**src/rtl/bit_serial_multiplier_array.sv**
```systemverilog
// bit_serial_multiplier_array
//
// W x W bit-serial multiplier. Both operands stream in LSB-first, one bit
// per cycle; the exact 2W-bit product streams out LSB-first with a fixed
// latency of one cycle. Works in unsigned or two's complement mode,
// selected per operation, and accepts back-to-back operations with no
// bubble.
//
// Datapath: a linear array of W carry-save slices plus one guard slice.
// Slice i keeps the operand bits x[i]/y[i] (captured at cycle i), a sum bit
// shifted down from slice i+1, its own weight-2 carry and the weight-4
// carry from slice i-1. Each cycle a 5-to-3 counter per slice adds the new
// partial-product bits to that state. The accumulator shifts right by one
// position per cycle, so slice 0 produces the next product bit.
//
// In cycle k, slice i adds:
//   i <  k : x[k]&y[i] + y[k]&x[i]   (cross terms for the new bit pair)
//   i == k : x[k]&y[k]               (diagonal term)
//   i >  k : nothing yet
// For k >= W the operands are extended with their captured sign bit in
// signed mode, or with 0 in unsigned mode. Terms of weight 2^(2W) or more
// are never formed, so the result is the product modulo 2^(2W).
//
// Ports:
//   clk         rising-edge clock
//   reset       synchronous active-high reset, priority over start
//   start       request a new multiply; x_bit/y_bit carry bit 0 this cycle
//   signed_mode 1 = two's complement operands (sampled at accept only)
//   x_bit       multiplicand bit, LSB-first
//   y_bit       multiplier bit, LSB-first
//   busy        operation in progress (cycles 1..2W)
//   p_bit       product bit, LSB-first
//   p_valid     p_bit valid this cycle
//   p_first     p_bit is product bit 0
//   p_last      p_bit is product bit 2W-1
module bit_serial_multiplier_array #(
  parameter int W         = 8,
  parameter bit SIGNED_EN = 1'b1
) (
  input  logic clk,
  input  logic reset,
  input  logic start,
  input  logic signed_mode,
  input  logic x_bit,
  input  logic y_bit,
  output logic busy,
  output logic p_bit,
  output logic p_valid,
  output logic p_first,
  output logic p_last
);

  localparam int            CW       = $clog2(2 * W + 1);
  localparam logic [CW-1:0] LAST_CNT = CW'(2 * W);
  localparam logic [CW-1:0] PRE_LAST = CW'(2 * W - 1);
  localparam logic [CW-1:0] W_CNT    = CW'(W);

  typedef enum logic {
    IDLE = 1'b0,
    RUN  = 1'b1
  } state_e;

  // Control state
  state_e        state_q;
  logic [CW-1:0] cnt_q;
  logic          mode_q;

  // Slice state: operand bits, shifted sum, weight-2 and weight-4 carries.
  // c2_q[i] is the carry into slice i from slice i-1; slice 0 receives none.
  logic [W-1:0] x_q, y_q;
  logic [W-1:0] s_q, s_d;
  logic [W:0]   c1_q, c1_d;
  logic [W:1]   c2_q, c2_d;

  // Registered outputs
  logic busy_q, p_bit_q, p_valid_q, p_first_q, p_last_q;

  // Combinational control and datapath
  logic          accept, active, in_op;
  logic          x_cur, y_cur;
  logic [CW-1:0] k;
  logic [W-1:0]  pa, pb;
  logic [W-1:0]  s_m;
  logic [W:0]    c1_m, c2_m;
  logic [W:0]    sum_v;
  logic [2:0]    cnt3;

  // A new operation may start from IDLE or overlap the last output bit.
  assign accept = start && ((state_q == IDLE) || p_last_q);
  // A bit pair is processed in the accept cycle and in cycles 1..2W-1.
  assign active = accept || ((state_q == RUN) && (cnt_q != LAST_CNT));
  // Index of the operand bit pair in flight this cycle.
  assign k      = accept ? '0 : cnt_q;
  assign in_op  = (k < W_CNT);

  // Beyond bit W-1 the operands are sign- or zero-extended internally.
  // mode_q is stale in the accept cycle, but k=0 never uses the extension.
  assign x_cur  = in_op ? x_bit : (mode_q & x_q[W-1]);
  assign y_cur  = in_op ? y_bit : (mode_q & y_q[W-1]);

  // NOTE: every signal written here gets a default first, so no path leaves
  // a value unassigned and no latch is inferred.
  always_comb begin
    pa    = '0;
    pb    = '0;
    sum_v = '0;
    c1_d  = '0;
    c2_d  = '0;
    cnt3  = '0;

    // The accept cycle sees a cleared array, so leftover state from the
    // previous product never leaks into the new one.
    s_m   = accept ? '0 : s_q;
    c1_m  = accept ? '0 : c1_q;
    c2_m  = accept ? '0 : {c2_q, 1'b0};

    for (int i = 0; i < W; i++) begin
      if (k > CW'(i)) begin
        pa[i] = x_cur & y_q[i];
        pb[i] = y_cur & x_q[i];
      end else if (k == CW'(i)) begin
        pa[i] = x_cur & y_cur;
      end
      // 5-to-3 counter: five weight-1 inputs -> sum, weight-2, weight-4.
      cnt3 = 3'(pa[i]) + 3'(pb[i]) + 3'(s_m[i]) + 3'(c1_m[i]) + 3'(c2_m[i]);
      sum_v[i]    = cnt3[0];
      c1_d[i]     = cnt3[1];
      c2_d[i + 1] = cnt3[2];
    end

    // Guard slice above the operand slices: only two carry inputs arrive
    // here, so a half adder absorbs them and nothing spills further up.
    sum_v[W] = c1_m[W] ^ c2_m[W];
    c1_d[W]  = c1_m[W] & c2_m[W];
  end

  // Sums move down one slice per cycle; slice 0's sum is the product bit.
  assign s_d = sum_v[W:1];

  // NOTE: all sequential state uses non-blocking assignments so every
  // register samples pre-edge values regardless of statement order.
  always_ff @(posedge clk) begin
    if (reset) begin
      // NOTE: the slice registers are few and are cleared by reset as well,
      // so a post-reset state is fully defined, not just the control path.
      state_q   <= IDLE;
      cnt_q     <= '0;
      mode_q    <= 1'b0;
      x_q       <= '0;
      y_q       <= '0;
      s_q       <= '0;
      c1_q      <= '0;
      c2_q      <= '0;
      busy_q    <= 1'b0;
      p_bit_q   <= 1'b0;
      p_valid_q <= 1'b0;
      p_first_q <= 1'b0;
      p_last_q  <= 1'b0;
    end else begin
      // Output framing: bit k of the product leaves one cycle after it is
      // formed, so busy and p_valid both cover cycles 1..2W.
      busy_q    <= active;
      p_valid_q <= active;
      p_bit_q   <= active & sum_v[0];
      p_first_q <= accept;
      p_last_q  <= active && (k == PRE_LAST);

      if (accept) begin
        state_q <= RUN;
        cnt_q   <= CW'(1);
        mode_q  <= SIGNED_EN & signed_mode;
      end else if (state_q == RUN) begin
        if (cnt_q == LAST_CNT) begin
          state_q <= IDLE;
        end else begin
          cnt_q <= cnt_q + CW'(1);
        end
      end

      if (active) begin
        s_q  <= s_d;
        c1_q <= c1_d;
        c2_q <= c2_d;
        for (int i = 0; i < W; i++) begin
          if (k == CW'(i)) begin
            x_q[i] <= x_bit;
            y_q[i] <= y_bit;
          end
        end
      end
    end
  end

  assign busy    = busy_q;
  assign p_bit   = p_bit_q;
  assign p_valid = p_valid_q;
  assign p_first = p_first_q;
  assign p_last  = p_last_q;

endmodule

```
**config.mk**
```make
export PLATFORM = sky130hd
export DESIGN_NAME = bit_serial_multiplier_array
export DESIGN_NICKNAME = d
export VERILOG_FILES = /design/src/rtl/bit_serial_multiplier_array.sv
export SDC_FILE = /design/constraint.sdc
export NUM_CORES = 1
export LEC_CHECK = 0
export ABC_AREA = 1
export BUFFER_PORTS_ARGS = -buffer_cell sky130_fd_sc_hd__buf_4
export CORE_MARGIN = 2
export CORE_UTILIZATION = 55
export CTS_CLUSTER_SIZE = 25
export DETAILED_ROUTE_END_ITERATION = 10
export PLACE_DENSITY = 0.72
export SETUP_SLACK_MARGIN = 0.1
export SLEW_MARGIN = 20
export SYNTH_ARGS = -nofsm -noshare
export SYNTH_HDL_FRONTEND = slang
export SYNTH_SLANG_ARGS = --single-unit
```
**constraint.sdc**
```tcl
create_clock -name clk -period 5.1 [get_ports clk]
set_clock_uncertainty 0.1 [all_clocks]
set_input_delay 0.51 -clock clk [delete_from_list [all_inputs] [get_ports clk]]
set_output_delay 0.51 -clock clk [all_outputs]
set_load 0.02 [all_outputs]
```
==> impl_metrics.ini <==
[die]
core_area_um2 = 5410
die_y_um = 78.2
die_area_um2 = 6120
rows = 27
start_util_pct = 56.0
pin_count = 11
die_w_um = 78.2

[setup_path]
cp_num_cells = 14
critPathMostFrequentCell = nand2_1
cp-endpoint = c1_q[6]$_SDFFE_PP0P_
startpoint = state_q$_SDFF_PP0_
worst_setup_path_start_kind = register
crit_path_max_incr_delay_ns = 0.56
crit_fanout = 42
reg2reg_to = c1_q[6]$_SDFFE_PP0P_
endpoint_kind = register
slowest_stage = fa_1
r2r_slack_ns = 1.81
crit_chain = nand2_2, nand2_4, nand2_1, nand2_1, nand2_2, nand3_1, o21ai_1, fa_1, inv_1, fa_1, inv_1, ha_1, nand2_1, o21ai_1
worstPathArrival_ns = 3.40
r2r-start = state_q$_SDFF_PP0_
crit_type = register to register
worstPathBufferInverterCount = 2
ff2ff_path_depth = 14
path_delay_family = adder cells
worstPathRequired_ns = 5.21

[drt]
drt_first_pass_iters = 5
vias = 2539
ant_nets = 0
drt_iter0_markers = 132
drt_wl_total_mm = 6.58
wl_per_cell_um = 13.5
vias_per_cell = 5.21
drc = 0

[pwr]
ir_drop_uv = 144
p_int_mw = 0.528
p_seq_share_pct = 55.9
clkPwrFrac_pct = 30.8
p_switching_mw = 0.211
p_comb_share_pct = 13.3
power_density_nw_per_um2 = 233
p_leak_nw = 1.41
swShare_pct = 28.6

[yosys]
syn_area_per_cell_um2 = 7.39
syn_inst = 410
synth_nets = 443
synth_cell_types = 31
synth-seq-cells = 51
synthDominantCellAreaShare_pct = 33.7
synth-seq-area-share_pct = 33.7
synth_top_area_cell = dfxtp_1
ys_warn_count = 0
synthTopCellsByArea = dfxtp_1 (34%), nand2_1 (13%), fa_1 (9.9%)
syn_area_um2 = 3030

[layout]
num_antenna_cells = 0
nets = 447
area_growth_pct = 4.58
drive_gt1_share_pct = 10.1
final_cell_area_um2 = 3170

[clock_network]
cts_made_buffers = 5
cts_sinks = 51
post_cts_buffers = 0
cts_hold_buf = 0
cts_root_buffer = clkbuf_8
tritoncts = yes
clkSlewWorstSetupHoldPaths_ns = 0.09
cts_resized = 0
clk_latency_ns = 0.30
cts.htree.levels = 2
clock_path_buffers = 2

[global_routing]
grt_max_degree = 43
grt_pass1_vias = 2331
grt_pass1_wl_mm = 11.2
grt-ovfl-total = 0
antenna_found_initial = 0
grt_usage_pct = 23.3

[sta]
period_needed_ns = 3.29
hold_viol = 0
fmax_mhz = 304
period_share_pct = 64.5
tns_ns = 0
rsz0062_at_grt = false
slew_headroom_pct = 66.7
tightest_slew_ns = 0.499
finalSetupViolations = 0
report.final.slew_viol_count = 0

[hold_path]
hold_class = input pin to register

[placement]
gp_congestion = 0.919
place_area_um2 = 3090
dpl.hpwl_mm = 4.95
io_buffers = 10

[status]
outcome = completed

[flow_run]
cap_violations = 0
[power groups by stage]
stage	Clock [mW]	Sequential, mW	Combinational (mW)
after CTS	0.234	0.413	0.0979
after floorplan	0	0.422	0.0803
after detailed placement	0	0.422	0.0974
after global placement	0	0.422	0.0971
after global routing	0.248	0.414	0.110
final	0.227	0.413	0.0985
[worst min-delay path: stages]
cell and delay [ns]:
buf_4 0.08, nand2_1 0.05, nand2_1 0.05
[cells in the mapped netlist, drive strengths merged]
master and n:
a211oi 1, a21oi 9, buf 13, clkbuf 1, clkinv 1, dfxtp 51, fa 15, ha 12
inv 49, nand2 119, nand3 49, nand4 6, nor2 52, nor3 3, nor3b 2, nor4 1
o21ai 24, o22ai 1, xor2 1
[layout by cell type, fill, tap and decap left out, types with 9 or more instances in the layout]
master	instances
ha_1	12
a21oi_1	9
nor2_1	48
dfxtp_1	51
o21ai_1	9
o21ai_0	13
nand2_1	107
fa_1	15
inv_1	43
buf_4	11
nand3_1	49
[how the worst min path moves through the flow]
stage	slack, ns	cells after the start	to	startpoint
after floorplan	0.33	2	y_q[2]$_SDFFE_PP0P_	y_q[2]$_SDFFE_PP0P_
after global placement	0.35	2	c1_q[5]$_SDFFE_PP0P_	c1_q[5]$_SDFFE_PP0P_
after detailed placement	0.35	2	c1_q[1]$_SDFFE_PP0P_	c1_q[1]$_SDFFE_PP0P_
after CTS	0.30	3	mode_q$_SDFFE_PP0P_	signed_mode
after global routing	0.32	2	y_q[3]$_SDFFE_PP0P_	reset
final	0.31	3	mode_q$_SDFFE_PP0P_	signed_mode
[layer usage]
metal  vias to the layer above  wire length (um)  GRT usage [%]
li1                       1301                 -              -
met3                        11               234           4.02
met5                         -                 0              0
met4                         0               113           7.02
met2                        50              2920           36.4
met1                      1177              3320           33.1
[sequential cells by signal, summed over array words and instances (netlist names)]
signal	flops
c1_q	9
c2_q	8
s_q	8
x_q	8
y_q	8
cnt_q	5
mode_q	1
p_bit	1
p_first	1
p_last	1
state_q	1
[kinds of logic (layout without fill, tap and decap cells)]
family	Yosys count	in the layout	synth area share, %
flops	51	51	33.7
fa+ha+maj	27	27	14.9
compound gates	35	35	6.61
xor+xnor	1	1	0.289
buf+inv	64	69	10.2
simple gates	232	232	34.4
[metrics by stage]
| stage | hold WS [ns] | instances | setup slack [ns] | total power, mW | utilization [%] |
|---|---|---|---|---|---|
| after floorplan | 0.333 | 410 | 2.23 | 0.502 | - |
| after global placement | 0.352 | 479 | 1.81 | 0.519 | 57.1 |
| after detailed placement | 0.353 | 479 | 1.77 | 0.519 | 57.1 |
| after CTS | 0.301 | 487 | 1.82 | 0.745 | 58.6 |
| after global routing | 0.316 | 487 | 1.56 | 0.772 | 58.6 |
| final | 0.308 | 487 | 1.81 | 0.739 | 58.6 |
[cell type report]
type | instances | area (um2)
Fill cell | 523 | 2240
Multi-Input combinational cell | 295 | 1700
Sequential cell | 51 | 1020
Inverter | 50 | 193
Tap cell | 72 | 90.1
Timing Repair Buffer | 11 | 82.6
Clock buffer | 7 | 76.3
Clock inverter | 1 | 5.00
No activity file was read; power rests on OpenSTA's default activity.
